$ cat src/rtl/mem_arbiter_pkg.sv
// Shared encodings for the block RAM arbiter: requester ownership and FSM states.
package mem_arbiter_pkg;

    typedef enum logic [1:0] {
        OWN_NONE = 2'd0,
        OWN_I    = 2'd1,
        OWN_D    = 2'd2,
        OWN_L    = 2'd3
    } owner_e;

    typedef enum logic [2:0] {
        ARB_IDLE  = 3'd0,
        ARB_ISSUE = 3'd1,
        ARB_WAIT  = 3'd2,
        ARB_CAPT  = 3'd3,
        ARB_DONE  = 3'd4
    } arb_state_e;

    localparam int STREAK_W = 4;

endpackage

$ cat src/rtl/mem_arb_pick.sv
// Combinational winner selection: loader first, then data, with instruction fetch
// promoted once data has won MAX_BURST times in a row while a fetch was waiting.
module mem_arb_pick
    import mem_arbiter_pkg::*;
(
    input  logic                i_req_i,
    input  logic                d_req_i,
    input  logic                l_req_i,
    input  logic [STREAK_W-1:0] streak_i,
    input  logic [STREAK_W-1:0] max_burst_i,
    output logic [1:0]          owner_o
);

    always_comb begin
        owner_o = OWN_NONE;
        if (l_req_i) begin
            owner_o = OWN_L;
        end else if (d_req_i && !(i_req_i && (streak_i == max_burst_i))) begin
            owner_o = OWN_D;
        end else if (i_req_i) begin
            owner_o = OWN_I;
        end
    end

endmodule

$ cat src/rtl/mem_arbiter.sv
// Serializes fetch, load/store and boot-loader requests onto one single-port RAM.
// Every output is a register; one access is in flight at a time.
module mem_arbiter
    import mem_arbiter_pkg::*;
#(
    parameter int MEM_LAT   = 1,
    parameter int MAX_BURST = 4
) (
    input  logic        clock,
    input  logic        reset,
    input  logic        i_req,
    input  logic [31:0] i_addr,
    output logic        i_ack,
    output logic [31:0] i_rdata,
    input  logic        d_req,
    input  logic        d_wen,
    input  logic [31:0] d_addr,
    input  logic [31:0] d_wdata,
    output logic        d_ack,
    output logic [31:0] d_rdata,
    input  logic        l_req,
    input  logic [31:0] l_addr,
    input  logic [31:0] l_wdata,
    output logic        l_ack,
    output logic        mem_en,
    output logic        mem_wen,
    output logic [31:0] mem_addr,
    output logic [31:0] mem_wdata,
    input  logic [31:0] mem_rdata,
    output logic        busy
);

    localparam logic [STREAK_W-1:0] MAX_BURST_W = STREAK_W'(MAX_BURST);
    localparam logic [1:0]          WAIT_INIT   = 2'(MEM_LAT - 1);

    arb_state_e          state_q, state_d;
    owner_e              owner_q, owner_d;
    logic                wen_q, wen_d;
    logic [31:0]         addr_q, addr_d;
    logic [31:0]         wdata_q, wdata_d;
    logic [1:0]          cnt_q, cnt_d;
    logic [STREAK_W-1:0] streak_q, streak_d;
    logic [1:0]          pick_raw;
    owner_e              pick;

    logic                mem_en_q, mem_wen_q, busy_q;
    logic                i_ack_q, d_ack_q, l_ack_q;
    logic [31:0]         i_rdata_q, d_rdata_q;

    mem_arb_pick u_pick (
        .i_req_i     (i_req),
        .d_req_i     (d_req),
        .l_req_i     (l_req),
        .streak_i    (streak_q),
        .max_burst_i (MAX_BURST_W),
        .owner_o     (pick_raw)
    );

    assign pick = owner_e'(pick_raw);

    always_comb begin
        // NOTE: every signal written here gets a default first, so no path can infer a latch.
        state_d  = state_q;
        owner_d  = owner_q;
        wen_d    = wen_q;
        addr_d   = addr_q;
        wdata_d  = wdata_q;
        cnt_d    = cnt_q;
        streak_d = streak_q;

        case (state_q)
            ARB_IDLE: begin
                owner_d = pick;
                if (!i_req || pick == OWN_I) begin
                    streak_d = '0;
                end else if (pick == OWN_D && streak_q != MAX_BURST_W) begin
                    streak_d = streak_q + 1'b1;
                end
                case (pick)
                    OWN_L: begin
                        wen_d   = 1'b1;
                        addr_d  = l_addr;
                        wdata_d = l_wdata;
                    end
                    OWN_D: begin
                        wen_d   = d_wen;
                        addr_d  = d_addr;
                        wdata_d = d_wdata;
                    end
                    OWN_I: begin
                        wen_d   = 1'b0;
                        addr_d  = i_addr;
                    end
                    default: ;
                endcase
                if (pick != OWN_NONE) state_d = ARB_ISSUE;
            end
            ARB_ISSUE: begin
                if (wen_q) begin
                    state_d = ARB_DONE;
                end else if (MEM_LAT == 1) begin
                    state_d = ARB_CAPT;
                end else begin
                    state_d = ARB_WAIT;
                    cnt_d   = WAIT_INIT;
                end
            end
            ARB_WAIT: begin
                cnt_d = cnt_q - 1'b1;
                if (cnt_q == 2'd1) state_d = ARB_CAPT;
            end
            ARB_CAPT: state_d = ARB_DONE;
            ARB_DONE: state_d = ARB_IDLE;
            default:  state_d = ARB_IDLE;
        endcase
    end

    // Outputs are registered from next-state so the strobe and acks line up with the state they belong to.
    always_ff @(posedge clock) begin
        if (reset) begin
            state_q   <= ARB_IDLE;
            owner_q   <= OWN_NONE;
            wen_q     <= 1'b0;
            addr_q    <= '0;
            wdata_q   <= '0;
            cnt_q     <= '0;
            streak_q  <= '0;
            mem_en_q  <= 1'b0;
            mem_wen_q <= 1'b0;
            busy_q    <= 1'b0;
            i_ack_q   <= 1'b0;
            d_ack_q   <= 1'b0;
            l_ack_q   <= 1'b0;
            i_rdata_q <= '0;
            d_rdata_q <= '0;
        end else begin
            // NOTE: state registers use non-blocking assignments so all of them update from pre-edge values.
            state_q   <= state_d;
            owner_q   <= owner_d;
            wen_q     <= wen_d;
            addr_q    <= addr_d;
            wdata_q   <= wdata_d;
            cnt_q     <= cnt_d;
            streak_q  <= streak_d;
            mem_en_q  <= (state_d == ARB_ISSUE);
            mem_wen_q <= (state_d == ARB_ISSUE) && wen_d;
            busy_q    <= (state_d != ARB_IDLE);
            i_ack_q   <= (state_d == ARB_DONE) && (owner_q == OWN_I);
            d_ack_q   <= (state_d == ARB_DONE) && (owner_q == OWN_D);
            l_ack_q   <= (state_d == ARB_DONE) && (owner_q == OWN_L);
            if (state_q == ARB_CAPT && owner_q == OWN_I) i_rdata_q <= mem_rdata;
            if (state_q == ARB_CAPT && owner_q == OWN_D) d_rdata_q <= mem_rdata;
        end
    end

    assign mem_en    = mem_en_q;
    assign mem_wen   = mem_wen_q;
    assign mem_addr  = addr_q;
    assign mem_wdata = wdata_q;
    assign busy      = busy_q;
    assign i_ack     = i_ack_q;
    assign d_ack     = d_ack_q;
    assign l_ack     = l_ack_q;
    assign i_rdata   = i_rdata_q;
    assign d_rdata   = d_rdata_q;

endmodule
$ cat config.mk
export PLATFORM = sky130hd
export DESIGN_NAME = mem_arbiter
export DESIGN_NICKNAME = d
export VERILOG_FILES = /design/src/rtl/mem_arbiter_pkg.sv /design/src/rtl/mem_arb_pick.sv /design/src/rtl/mem_arbiter.sv
export SDC_FILE = /design/constraint.sdc
export NUM_CORES = 1
export LEC_CHECK = 0
export CAP_MARGIN = 20
export CORE_AREA = 2 2 134 136
export CTS_CLUSTER_DIAMETER = 60
export CTS_CLUSTER_SIZE = 20
export DETAILED_ROUTE_END_ITERATION = 8
export DIE_AREA = 0 0 136 138
export PLACE_DENSITY = 0.76
export SLEW_MARGIN = 40
export SYNTH_ARGS = -nofsm -noshare
export SYNTH_HDL_FRONTEND = slang
export SYNTH_HIERARCHICAL = 1
export SYNTH_SLANG_ARGS = --single-unit
$ cat constraint.sdc
create_clock -name clock -period 2.95 [get_ports clock]
set_input_delay 0.59 -clock clock [delete_from_list [all_inputs] [get_ports clock]]
set_output_delay 0.59 -clock clock [all_outputs]
set_load 0.01 [all_outputs]
## Word-level counts from Yosys, hierarchy flattened

Cells that the tools add are included.

- $add $sub $neg: 2
- Reduce and logical (&&, ||, !) cells: 21
- Equality and inequality tests: 14
- Multiplexer cells: 13

Operators with widths:

| cell | count |
|---|---|
| $pmux W32 S3 | 1 |
| $pmux W32 S2 | 1 |
| $pmux W3 S4 | 1 |
| $logic_and A1 B1 Y1 | 9 |
| $mux W3 | 3 |
| $eq A2 B2 Y1 const B | 4 |
| $mux W4 | 2 |
| $eq A2 B1 Y1 const B | 3 |
| $eq A3 B1 Y1 const B | 2 |
| $eq A3 B2 Y1 const B | 2 |
| $reduce_and A2 Y1 | 3 |
| $reduce_bool A2 Y1 | 3 |
| $reduce_bool A3 Y1 | 2 |
| $add A4 B1 Y4 const B | 1 |
| $eq A4 B3 Y1 const B | 1 |
| $mux W2 | 2 |
| $ne A4 B3 Y1 const B | 1 |
| $eq A3 B3 Y1 const B | 1 |
| $logic_not A3 Y1 | 1 |
| $pmux W1 S3 | 1 |
| $logic_not A1 Y1 | 2 |
| $mux W1 | 2 |
| $sub A2 B1 Y2 const B | 1 |
| $logic_or A1 B1 Y1 | 1 |

- Word-level logic and storage cells: 65
- Flip-flop bits (word level): 146

## Logic depth before layout (Yosys ltp)

- Depth in word-level cells: 11
- Depth in mapped cells: 12
- Depth with buffers taken out: 8

## Cells and area by module

Netlist, hierarchy kept.

Modules (own cells, without submodules):

| module | times used | cells each | area an instance (um^2) |
|---|---|---|---|
| mem_arbiter | 1 | 760 | 6416.2 |
| mem_arb_pick | 1 | 10 | 73.8 |

## Worst setup path after synthesis

No wires, ideal clock.

- Kind: register to register
- Start point: reg streak_q[3]
- End point: reg wdata_q[16] (netlist: mem_wdata[16])
- Clock period less this slack: 2.532 ns
- Cell stages (with the launch flop): 13
- Required time: 2.864 ns
- Library setup time: 0.086 ns
- Path slack: 0.418 ns
- Data arrival time: 2.447 ns
- Cell sequence: dfxtp_1 > xor2_1 > nor4_2 > o22a_1 > inv_1 > ha_1 > clkbuf_1 > or2_2 > clkbuf_1 > and2_1 > clkbuf_1 > buf_2 > a211oi_1

- Cells in the longest elaborated chain, start to end: 9

Ends and longest elaborated chain:

| what | RTL line | text |
|---|---|---|
| start, declared | mem_arbiter.sv:42 | `logic [STREAK_W-1:0] streak_q, streak_d;` |
| start signal, assigned | mem_arbiter.sv:144 | `streak_q <= streak_d;` |
| $eq A4 B3 Y1 (*) | mem_arb_pick.sv:18 | `end else if (d_req_i && !(i_req_i && (streak_i == max_burst_i))) begin` |
| $logic_and A1 B1 Y1 (*) | mem_arb_pick.sv:18 |  |
| $logic_not A1 Y1 (*) | mem_arb_pick.sv:18 |  |
| $logic_and A1 B1 Y1 (*) | mem_arb_pick.sv:18 |  |
| $mux W2 (*) | mem_arb_pick.sv:18 |  |
| $mux W2 (*) | mem_arb_pick.sv:16 | `if (l_req_i) begin` |
| named net pick[0] | mem_arbiter.sv:44 | `owner_e pick;` |
| $eq A2 B2 Y1 | mem_arbiter.sv:79 | `case (pick)` |
| $reduce_bool A2 Y1 (no source line) | n/a |  |
| $reduce_and A2 Y1 (no source line) | n/a |  |
| end signal, assigned | mem_arbiter.sv:142 | `wdata_q <= wdata_d;` |
| end, declared | mem_arbiter.sv:40 | `logic [31:0] wdata_q, wdata_d;` |

Mark *: on every way through the listed nets, which the timed path passes. The rest lies on a longest branch.
A chain may end at the register's enable or synchronous reset.

## Worst setup path after layout

- Start point: reg streak_q[3]
- End point: reg addr_q[3] (netlist: mem_addr[3])

- Cells in the longest elaborated chain, start to end: 9

Ends and longest elaborated chain:

| what | RTL line | text |
|---|---|---|
| $eq A4 B3 Y1 (*) | mem_arb_pick.sv:18 |  |
| $logic_and A1 B1 Y1 (*) | mem_arb_pick.sv:18 |  |
| $logic_not A1 Y1 (*) | mem_arb_pick.sv:18 |  |
| $logic_and A1 B1 Y1 (*) | mem_arb_pick.sv:18 |  |
| $mux W2 (*) | mem_arb_pick.sv:18 |  |
| $mux W2 (*) | mem_arb_pick.sv:16 |  |
| named net pick[0] | mem_arbiter.sv:44 |  |
| $eq A2 B1 Y1 or $eq A2 B2 Y1 (tied branches) | mem_arbiter.sv:79 |  |
| $reduce_bool A3 Y1 (no source line) | n/a |  |
| $reduce_and A2 Y1 (no source line) | n/a |  |
| end signal, assigned | mem_arbiter.sv:141 | `addr_q <= addr_d;` |
| end, declared | mem_arbiter.sv:39 | `logic [31:0] addr_q, addr_d;` |

Marked as above.

==> reports/results.ini <==
[die]
core_area_um2 = 17500
dieHeight_um = 138
start_util_pct = 37.0
io_pins = 332
die_area_um2 = 18800
die_w_um = 136
fp-row-count = 49

[clock_tree]
cts_tree = done
cts_hold_buffers = 0
postCtsSetupRepairBufs = 0
cts.reportedPaths.clkPinSlew_ns = 0.06
clk_path_buf_depth = 2
root_buffer = clkbuf_16
clock_latency_ns = 0.43
cts_htree_levels = 4
cts.sinks = 146
postCtsResizedCells = 0
cts_buffers = 17

[power_and_ir_drop]
peakVddDrop_v = 0.000475
power_w = 0.00624
cellPowerDensity_nw_per_um2 = 588
p_leak_nw = 3.77

[placement]
io_buffers = 331
dp_hpwl_mm = 15.0
gp_congestion = 0.766

[yosys]
synthesis.area_um2 = 6490
ys_ff_latch = 146
async_flop_share_pct = 0
ys_warn_count = 6
synth_cells = 770
syn_avg_cell_area_um2 = 8.43
ys.flop_type = dfxtp_1
ys_seq_area_share_pct = 45.0
synth-edff-count = 0
synth_cell_types = 42

[cells_and_area]
syn_to_final_growth_pct = 63.4
fillers = 1596
mostFrequentLayoutCells = clkdlybuf4s50_1 (330), dfxtp_1 (146), a21oi_1 (133), o21ai_0 (65), nand3_1 (64)
nNetsFinal = 1266
fin_util_pct = 60.5
seq_area_um2 = 2920
diodes = 0
layout_commonest_cell = clkdlybuf4s50_1
multiInputGateArea_um2 = 3230
drive_above_1_share_pct = 6.15

[drt]
wl_mm = 21.4
viasPerCell = 5.23
firstDrtPassIters = 5
wl_per_cell_um = 16.4
antenna_left = 0
first_iter_violations = 446
drcViolationCount = 0
vias = 6804

[global_route]
gr-usage-all-layers_pct = 22.4
grt_pass1_wl_mm = 33.9
grt_max_degree = 66
antenna_found_initial = 0
grt_overflow = 0
first_global_vias = 6573

[timing]
max_freq_ghz = 0.396
whs_ns = 0.453
post-route-min-period_ns = 2.52
finalSetupTns_ns = 0
grt_setup_unrepaired = false
worstMarginPinSlew_ns = 0.623
slew_violations = 0
fin_crit_sh_pct = 85.5
slew_headroom_pct = 58.5
skew_ns = 0.00958
setup_violations = 0
hold_violations = 0

[critical_path]
crit_fanout = 65
criticalPathCategory = flop to flop
endpoint_kind = flop
cp.required_ns = 3.29
regToRegStartpoint = streak_q[3]
cp-start-kind = flop
arrival_ns = 2.86
crit_start = streak_q[3]

[hold_path]
worstHoldStart = mem_addr[22]
hold_class = flop to flop

[status]
status = finished clean

[flow_run]
max-cap-violations = 0

## final timing paths
kind             endpoint  slack, ns  cells after the start
max           mem_addr[3]       0.43                      9
min          mem_addr[22]       0.45                      2
max reg2reg   mem_addr[3]       0.43                      9
min reg2reg  mem_addr[22]       0.45                      2
## cells by family after synthesis
kind of cell,synth area share (%)
buffers and inverters,5.76
adder cells (fa/ha/maj),1.54
other,0.116
XOR/XNOR,0.675
AND/OR/NAND/NOR,13.3
flip-flops,45.0
AO/OA/AOI/OAI,28.4
multiplexers,5.09
## worst max-delay path, cell delays in order (launching register included)
cell	delay, ns
dfxtp_1	0.37
xor2_1	0.17
nor4_2	0.31
o22a_1	0.21
inv_1	0.10
ha_1	0.23
or4_4	0.44
buf_12	0.21
a211o_1	0.25
a21oi_1	0.14
## stage by stage
| step | area [um2] | std cells | setup WS [ns] |
|---|---|---|---|
| after floorplan | 6500 | 772 | 0.418 |
| after global placement | 10000 | 1270 | 0.212 |
| after detailed placement | 10000 | 1270 | 0.141 |
| after CTS | 10600 | 1302 | 0.444 |
| after global routing | 10600 | 1302 | 0.274 |
| final | 10600 | 1302 | 0.427 |
## metal layers
layer	routed length, um	GRT usage (%)	vias to the layer above
met1	8580	27.0	3104
met2	10400	37.1	282
li1	-	-	3368
met3	1630	5.72	50
met5	0	0	-
met4	756	10.6	0
## Yosys cell counts (4+ instances only)
cell type | count | share of area, %
dfxtp_1 | 146 | 45
a21oi_1 | 133 | 10
clkbuf_1 | 67 | 3.9
o21ai_0 | 65 | 5.0
nand3_1 | 64 | 4.9
nand2_1 | 43 | 2.5
nor2_1 | 39 | 2.3
a211o_1 | 33 | 4.5
a211oi_1 | 33 | 3.8
mux2i_1 | 33 | 5.1
a22oi_1 | 32 | 3.7
buf_2 | 8 | 0.62
ha_1 | 8 | 1.5
inv_1 | 7 | 0.40
buf_1 | 6 | 0.35
nor2b_1 | 5 | 0.48
nand3b_1 | 4 | 0.46
xor2_1 | 4 | 0.54
## state kept, by name, summed over array words and instances, names as in the netlist
name / cells
owner_q: 2
mem_en: 1
d_rdata: 32
l_ack: 1
i_rdata: 32
mem_wen: 1
mem_wdata: 32
streak_q: 4
i_ack: 1
mem_addr: 32
state_q: 3
cnt_q: 2
d_ack: 1
busy: 1
wen_q: 1
## report_power, final
part | switching [W] | total (W) | internal, W | leakage (nW)
Combinational | 0.000889 | 0.00181 | 0.000923 | 2.30
Sequential | 0.000125 | 0.00230 | 0.00218 | 1.19
Clock | 0.000912 | 0.00212 | 0.00121 | 0.286
Total | 0.00193 | 0.00624 | 0.00431 | 3.77
## area by class of cell
type,instances,area share (%)
multi-input cells,535,30.4
clock inverters,14,1.32
clock buffers,18,4.14
repair buffers,353,33.6
inverters,7,0.248
flip-flops and latches,146,27.6
well taps,229,2.70
Note: power is estimated with default switching activity, not from simulation.
